File: src/rtl/mult_pkg.sv
// Shared definitions for the sequential shift-and-add multiplier.
// Holds the controller state encoding and the default operand width.
package mult_pkg;

    localparam int W_DEFAULT = 8;

    typedef enum logic [1:0] {
        IDLE = 2'd0,
        BUSY = 2'd1,
        DONE = 2'd2
    } state_t;

endpackage

File: src/rtl/mult_add_row.sv
// One 2W-bit ripple row of full adders; when i_en is low the row passes i_a through unchanged.
module mult_add_row #(
    parameter int N = 16
) (
    input  logic [N-1:0] i_a,
    input  logic [N-1:0] i_b,
    input  logic         i_en,
    output logic [N-1:0] o_sum
);

    logic [N:0]   w_carry;
    logic [N-1:0] w_b_gated;

    assign w_carry[0] = 1'b0;
    assign w_b_gated  = i_en ? i_b : '0;

    // Carry out of the top bit is dropped; the caller guarantees it cannot be set.
    for (genvar i = 0; i < N; i++) begin : g_fa
        assign o_sum[i]     = i_a[i] ^ w_b_gated[i] ^ w_carry[i];
        assign w_carry[i+1] = (i_a[i] & w_b_gated[i]) | (w_carry[i] & (i_a[i] ^ w_b_gated[i]));
    end

endmodule

File: src/rtl/shift_add_multiplier.sv
// Sequential W x W multiplier: one multiplier bit per cycle, LSB first, with sign-magnitude
// handling for two's-complement requests and a valid/ready handshake on both sides.
module shift_add_multiplier
    import mult_pkg::*;
#(
    parameter int W = W_DEFAULT
) (
    input  logic           clk,
    input  logic           rst_n,
    input  logic           in_valid,
    output logic           in_ready,
    input  logic [W-1:0]   a,
    input  logic [W-1:0]   b,
    input  logic           signed_mode,
    output logic           out_valid,
    input  logic           out_ready,
    output logic [2*W-1:0] product,
    output logic           busy
);

    localparam int CW = $clog2(W + 1);

    state_t         r_state;
    state_t         w_next_state;
    logic [CW-1:0]  r_count;
    logic [2*W-1:0] r_acc;
    logic [2*W-1:0] r_mcand;
    logic [W-1:0]   r_mplier;
    logic           r_neg;
    logic [2*W-1:0] r_product;

    logic [W-1:0]   w_mag_a;
    logic [W-1:0]   w_mag_b;
    logic [2*W-1:0] w_sum;
    logic           w_accept;
    logic           w_last;

    assign w_accept = in_valid && (r_state == IDLE);
    assign w_last   = (r_state == BUSY) && (r_count == CW'(W - 1));

    // Magnitudes are W-bit unsigned, so the most negative operand maps to 2^(W-1).
    assign w_mag_a = (signed_mode && a[W-1]) ? -a : a;
    assign w_mag_b = (signed_mode && b[W-1]) ? -b : b;

    mult_add_row #(
        .N (2 * W)
    ) u_add_row (
        .i_a   (r_acc),
        .i_b   (r_mcand),
        .i_en  (r_mplier[0]),
        .o_sum (w_sum)
    );

    always_ff @(posedge clk or negedge rst_n) begin
        if (!rst_n) begin
            r_state <= IDLE;
        end else begin
            r_state <= w_next_state;
        end
    end

    always_comb begin
        w_next_state = r_state;
        in_ready     = 1'b0;
        out_valid    = 1'b0;
        busy         = 1'b1;
        case (r_state)
            IDLE: begin
                in_ready = 1'b1;
                busy     = 1'b0;
                if (in_valid) begin
                    w_next_state = BUSY;
                end
            end
            BUSY: begin
                if (r_count == CW'(W - 1)) begin
                    w_next_state = DONE;
                end
            end
            DONE: begin
                out_valid = 1'b1;
                if (out_ready) begin
                    w_next_state = IDLE;
                end
            end
            default: begin
                w_next_state = IDLE;
            end
        endcase
    end

    // The product register only changes on the final BUSY edge, so it holds through DONE and IDLE.
    always_ff @(posedge clk or negedge rst_n) begin
        if (!rst_n) begin
            r_count   <= '0;
            r_acc     <= '0;
            r_mcand   <= '0;
            r_mplier  <= '0;
            r_neg     <= 1'b0;
            r_product <= '0;
        end else if (w_accept) begin
            r_count  <= '0;
            r_acc    <= '0;
            r_mcand  <= {{W{1'b0}}, w_mag_a};
            r_mplier <= w_mag_b;
            r_neg    <= signed_mode && (a[W-1] ^ b[W-1]);
        end else if (r_state == BUSY) begin
            r_count  <= r_count + CW'(1);
            r_acc    <= w_sum;
            r_mcand  <= r_mcand << 1;
            r_mplier <= r_mplier >> 1;
            if (w_last) begin
                r_product <= r_neg ? -w_sum : w_sum;
            end
        end
    end

    assign product = r_product;

endmodule
File: config.mk
export PLATFORM = sky130hd
export DESIGN_NAME = shift_add_multiplier
export DESIGN_NICKNAME = d
export VERILOG_FILES = /design/src/rtl/mult_pkg.sv /design/src/rtl/mult_add_row.sv /design/src/rtl/shift_add_multiplier.sv
export SDC_FILE = /design/constraint.sdc
export NUM_CORES = 1
export LEC_CHECK = 0
export ABC_CLOCK_PERIOD_IN_PS = 8200
export CAP_MARGIN = 20
export CORE_UTILIZATION = 55
export DETAILED_ROUTE_END_ITERATION = 7
export PLACE_DENSITY = 0.78
export SKIP_LAST_GASP = 1
export SYNTH_ARGS = -nofsm -noshare
export SYNTH_HDL_FRONTEND = slang
export SYNTH_HIERARCHICAL = 1
export SYNTH_SLANG_ARGS = --single-unit
File: constraint.sdc
create_clock -name clk -period 8.2 [get_ports clk]
set_clock_uncertainty 0.15 [all_clocks]
set_input_delay 1.64 -clock clk [delete_from_list [all_inputs] [get_ports clk]]
set_output_delay 1.64 -clock clk [all_outputs]
set_load 0.02 [all_outputs]
### After elaboration in Yosys (flattened, before gate mapping)

Index checks and enable logic that the tools add are counted.

| word-level totals | value |
|---|---|
| bits in registers | 63 |
| input port bits | 21 |
| output and inout port bits | 19 |
| word-level logic and storage cells | 121 |

| operators by class | value |
|---|---|
| add/subtract/negate cells | 4 |
| equal/unequal tests | 6 |
| multiplexer cells | 19 |
| bitwise logic cells | 76 |
| reductions and logical operators | 9 |

Operators by type and width:

| operator | count |
|---|---|
| two-way mux 16 bit | 6 |
| two-way mux 8 bit | 4 |
| bitwise XOR 1 bit | 32 |
| bitwise AND 1 bit | 29 |
| negation 16 bit | 1 |
| negation 8 bit | 2 |
| bitwise OR 1 bit | 14 |
| two-way mux 4 bit | 2 |
| two-way mux 2 bit | 3 |
| inequality test 2 bit (second input constant) | 3 |
| one-hot mux 2 bit (3 select lines) | 1 |
| AND reduction 3 bit | 2 |
| logical AND 1 bit | 5 |
| adder 4 x 1 -> 4 bit (second input constant) | 1 |
| equality test 4 x 3 -> 1 bit (second input constant) | 1 |
| two-way mux 1 bit | 3 |
| equality test 2 x 1 -> 1 bit (second input constant) | 1 |
| equality test 2 bit (second input constant) | 1 |
| logical NOT 2 bit | 1 |
| nonzero test 2 bit | 1 |
| NOT 1 bit | 1 |

### Depth between registers and ports, before layout

| logic depth | value |
|---|---|
| depth in word-level cells | 33 |
| mapped depth | 23 |
| mapped depth without buffers | 22 |

### Hierarchy

The synthesis kept the hierarchy.

By module, submodules not included:

| module | instances | cells each | area an instance (sq um) | sequential area each (sq um) |
|---|---|---|---|---|
| shift_add_multiplier | 1 | 354 | 3081.7 | 1576.5 |
| mult_add_row | 1 | 38 | 444.2 | 0.0 |

### Worst setup path before layout

No wires, ideal clock.

| path | value |
|---|---|
| path type | reg-to-reg |
| from | register r_mplier[0] |
| to | register r_product[15], in the netlist product[15] |
| setup time | 132 ps |
| data arrival time | 6719 ps |
| data required time | 7918 ps |
| slack | 1199 ps |
| cell stages (with the launch flop) | 23 |
| buffers on the path | 1 |
| cells stage by stage | dfrtp_1 > buf_6 > and2_2 > ha_1 > inv_1 > fa_1 > inv_1 > fa_1 > fa_1 > fa_1 > fa_1 > fa_1 > fa_1 > fa_1 > fa_1 > fa_1 > fa_1 > fa_1 > fa_1 > fa_1 > o41ai_2 > xor2_1 > o21ai_1 |

| on the way | value |
|---|---|
| elaborated cells between the ends (all ways) | 77 |
| those cells by class | add/sub: 1; mux: 2; bitwise: 74 |

RTL lines:

| element | RTL line | source |
|---|---|---|
| from (decl) | shift_add_multiplier.sv:28 | `logic [W-1:0] r_mplier;` |
| from (signal assigned) | shift_add_multiplier.sv:105 | `r_mplier <= w_mag_b;` |
| from (signal assigned) | shift_add_multiplier.sv:111 | `r_mplier <= r_mplier >> 1;` |
| two-way mux 16 bit (*) | mult_add_row.sv:15 | `assign w_b_gated = i_en ? i_b : '0;` |
| bitwise AND 1 bit or bitwise XOR 1 bit (tied branches) | mult_add_row.sv:20 | `assign w_carry[i+1] = (i_a[i] & w_b_gated[i]) \| (w_carry[i] & (i_a[i] ^ w_b_gated[i]));` |
| bitwise AND 1 bit | mult_add_row.sv:20 |  |
| bitwise OR 1 bit | mult_add_row.sv:20 |  |
| bitwise AND 1 bit | mult_add_row.sv:20 |  |
| bitwise OR 1 bit | mult_add_row.sv:20 |  |
| bitwise AND 1 bit | mult_add_row.sv:20 |  |
| bitwise OR 1 bit | mult_add_row.sv:20 |  |
| (+16 left out) | -- |  |
| bitwise AND 1 bit | mult_add_row.sv:20 |  |
| bitwise OR 1 bit | mult_add_row.sv:20 |  |
| bitwise AND 1 bit | mult_add_row.sv:20 |  |
| bitwise OR 1 bit | mult_add_row.sv:20 |  |
| bitwise XOR 1 bit (*) | mult_add_row.sv:19 | `assign o_sum[i] = i_a[i] ^ w_b_gated[i] ^ w_carry[i];` |
| named net w_sum[14] | shift_add_multiplier.sv:34 | `logic [2*W-1:0] w_sum;` |
| negation 16 bit (*) | shift_add_multiplier.sv:113 | `r_product <= r_neg ? -w_sum : w_sum;` |
| two-way mux 16 bit (*) | shift_add_multiplier.sv:113 |  |
| to (signal assigned) | shift_add_multiplier.sv:113 |  |
| to (decl) | shift_add_multiplier.sv:30 | `logic [2*W-1:0] r_product;` |

Mark *: on every way through the listed nets, which the timed path passes. The rest lies on a longest branch.
A chain may end at the register's enable or synchronous reset.

### Final worst setup path

Same ends and word-level chain as after synthesis.

==> key figures <==
Run status
  • Outcome: finished clean

Logic synthesis
  • Post-Syn Area: 3530 sq um
  • Post-Syn Nets: between 400 and 500
  • #FFs+latches synth: 63
  • Synthesized area per cell: 8.99 sq um
  • Post-synthesis xor/xnor area fraction: 0.0671
  • Cells after Synth: just under 400
  • Post-synthesis simple-gate area fraction: 0.243
  • FFs w/ async S/R, synth: 1.00
  • Synth Warn #: 6
  • Synth Area in Adders: 0.0972
  • Post-synth top cells: nand2_1 (102), dfrtp_1 (63), nand3_1 (33)
  • Largest family of logic cells by synthesized area: simple AND/OR/NAND/NOR gates
  • EDFF count, synth: 0
  • Ys flop type: dfrtp_1
  • Compound-gate portion of the synthesized area: 0.106
  • Top-area cell type share of the netlist area: 0.447
  • Largest area contributor in the netlist: dfrtp_1
  • Synth top area cells: dfrtp_1 (45%), nand2_1 (11%), fa_1 (7.9%)
  • Multiplexer share of the synthesized area: 0.00284
  • Top-count cell post-synth: nand2_1
  • Post-synthesis cell type count: 33
  • Sequential share of the synthesized area: 0.447

Layout
  • Multi-input logic area: 1820 sq um
  • Final core utilization: 0.688
  • Synth-to-layout area growth: 18.2%
  • Fraction of layout cells with a size suffix above 1: 0.0884
  • Ant. Diodes: 0
  • Nets: 466
  • Register area: approximately 1600 sq um
  • Fillcell total: between 400 and 500

Timing
  • Final min period: ~7400 ps
  • Post-route worst setup slack: roughly 820 ps
  • Slew HR: 0.412
  • Fmax: about 140 MHz
  • Final period utilization: 0.900
  • Hold Slack: 324 ps
  • Final setup violation count: 0
  • Worst slew pin tran: just under 900 ps
  • Fin. max-slew vios: 0
  • Final hold violation count: 0
  • RSZ-0062 raised after global routing: no
  • Setup TNS: 0 ps

Flow run
  • Max-cap violations: 0

Worst setup path
  • CP Capture Type: flip-flop
  • Crit path DAT: 7430 ps
  • Critical-path cell list: and2_2, ha_1, inv_1, fa_1, inv_1, fa_1, fa_1, fa_1, fa_1, fa_1, fa_1, fa_1, fa_1, fa_1, fa_1, fa_1, fa_1, fa_1, o41ai_2, xor2_1, o21ai_1
  • Crit path max-delay cell type: dfrtp_1
  • RR Endpoint: product[15]$_DFFE_PN0P_
  • Reg2Reg Setup Slack: around 820 ps
  • Worst r2r path cells: 21
  • Req. time, crit path: 8240 ps
  • CP max stage delay: 540 ps
  • R2R Path Start: r_mplier[0]$_DFFE_PN0P_
  • Setup CP Type: flip-flop to flip-flop
  • Critical Path Source: r_mplier[0]$_DFFE_PN0P_
  • Worst Setup EP: product[15]$_DFFE_PN0P_
  • Worst-path maximum fanout: 17
  • Startpoint types: flip-flop
  • Top cell by count, worst path: fa_1

Hold path
  • HP Class: flip-flop to flip-flop

Routing
  • DR vias/cell: around 5.4
  • Number of routed nets with antenna violations: 0
  • # DRC: 0
  • Drt pass-1 iters: 5
  • Routed Wire Length: about 6.6 mm
  • WL/cell: 13.1 microns
  • Via count: approximately 2700
  • DRT iter0 DRCs: 140

Global route
  • First-pass GRT wire length: approximately 12 mm
  • Total global routing overflow: 0
  • Initial antenna violation count: 0
  • Largest net degree at the start of global routing: 64
  • Total track usage: 0.227
  • Vias in the first global route: approximately 2600

Pwr
  • Worst-case vdd ir drop: 0.209 mV
  • Static Leak: ~2 nW
  • PD cells: between 400 and 500 nW/um^2
  • Tot Pwr: 1.75 mW

Floorplan
  • DIE WIDTH: ~80 microns
  • Core ar.: 6060 sq um
  • Initial core utilization: 0.582
  • Row count: 28
  • I/O pin cnt: 40
  • Die area: 6730 sq um
  • Die height: approximately 82 microns

Clock tree
  • CTS resizes: 0
  • H-tree depth: 3
  • CTS Sinks: 63
  • Reg clk slew, reported paths: ~70 ps
  • Clk Tree Root Cell: clkbuf_8
  • Hold-fix buffers, CTS: 0
  • CTS buffer count: 9
  • Postcts setup bufs: 0
  • Clk buf depth: 2
  • CTS tree: built
  • Worst-Skew Late Latency: 340 ps

Place
  • Placer Congestion: approximately 0.85
  • I/O Buffers: 39
  • Post-DP HPWL: 4.48 mm
  • Post-Place Worst Slack: approximately 900 ps
## critical path, delay by kind of cell (launching register included)
kind / cells / cell delay [ps]
and+or+nand+nor: 1 / 260
adders and majority gates: 15 / 5560
xor gates and xnor gates: 1 / 190
AOI/OAI and AO/OA: 2 / 430
buffers and inverters: 2 / 110
DFF: 1 / 540
## flip-flops by register name (all words and copies together) (netlist names)
| name | cells |
|---|---|
| r_count | 4 |
| r_mplier | 8 |
| r_acc | 16 |
| r_state | 2 |
| r_neg | 1 |
| product | 16 |
| r_mcand | 16 |
## placed cells by master, fill, tap and decap left out, drive strengths merged, types with 3 or more instances in the layout
cell type / count
nand2: 102
dfrtp: 63
clkdlybuf4s50: 38
nand3: 33
o21ai: 32
xor2: 24
nor2: 20
fa: 14
and2: 14
inv: 13
a31oi: 13
clkbuf: 12
o31ai: 6
nor3: 5
ha: 5
or3: 5
buf: 5
a21oi: 4
nand2b: 3
xnor2: 3
## power breakdown
part | leakage (nW) | switching [mW] | internal [mW]
Combinational | 1.05 | 0.519 | 0.390
Clock | 0.0985 | 0.114 | 0.155
Sequential | 0.794 | 0.112 | 0.459
Total | 1.95 | 0.745 | 1.00
## metal layers
metal / vias up / share of wire / track usage
met1: 1280 / 0.50 / 0.307
met5: - / 0 / 0
li1: 1367 / - / -
met2: 72 / 0.45 / 0.355
met4: 0 / 0.012 / 0.0789
met3: 8 / 0.039 / 0.0533
## stage by stage
step	std cells	area, sq um
after floorplan	392	3530
after global placement	489	3950
after detailed placement	489	3950
after CTS	504	4150
after global routing	505	4170
final	505	4170
## cell families (layout without fill, tap and decap cells)
kind of cell | count (synthesis) | count (layout)
XOR/XNOR | 27 | 27
flip-flops | 63 | 63
buffers and inverters | 33 | 71
multiplexers | 1 | 1
AND/OR/NAND/NOR | 188 | 188
AO/OA/AOI/OAI | 61 | 61
adder cells (fa/ha/maj) | 19 | 19
## layout make-up
type	instances	area share
multi-input combinational	296	0.437
sequential	63	0.378
timing repair buffer	43	0.103
clock buffer	12	0.0372
tap	75	0.0225
inverter	13	0.0117
clock inverter	3	0.0102
## worst min-delay path by stage
stage                                 from                      to  slack (ps)  cells past startpoint
floorplan           r_mcand[8]$_DFFE_PN0P_  r_mcand[9]$_DFFE_PN0P_         300                      2
global placement    product[7]$_DFFE_PN0P_  product[7]$_DFFE_PN0P_         310                      2
detailed placement  product[2]$_DFFE_PN0P_  product[2]$_DFFE_PN0P_         320                      2
CTS                 product[2]$_DFFE_PN0P_  product[2]$_DFFE_PN0P_         330                      2
global route        product[0]$_DFFE_PN0P_  product[0]$_DFFE_PN0P_         360                      2
finish              product[2]$_DFFE_PN0P_  product[2]$_DFFE_PN0P_         320                      2
(Power assumes the default switching activity.)
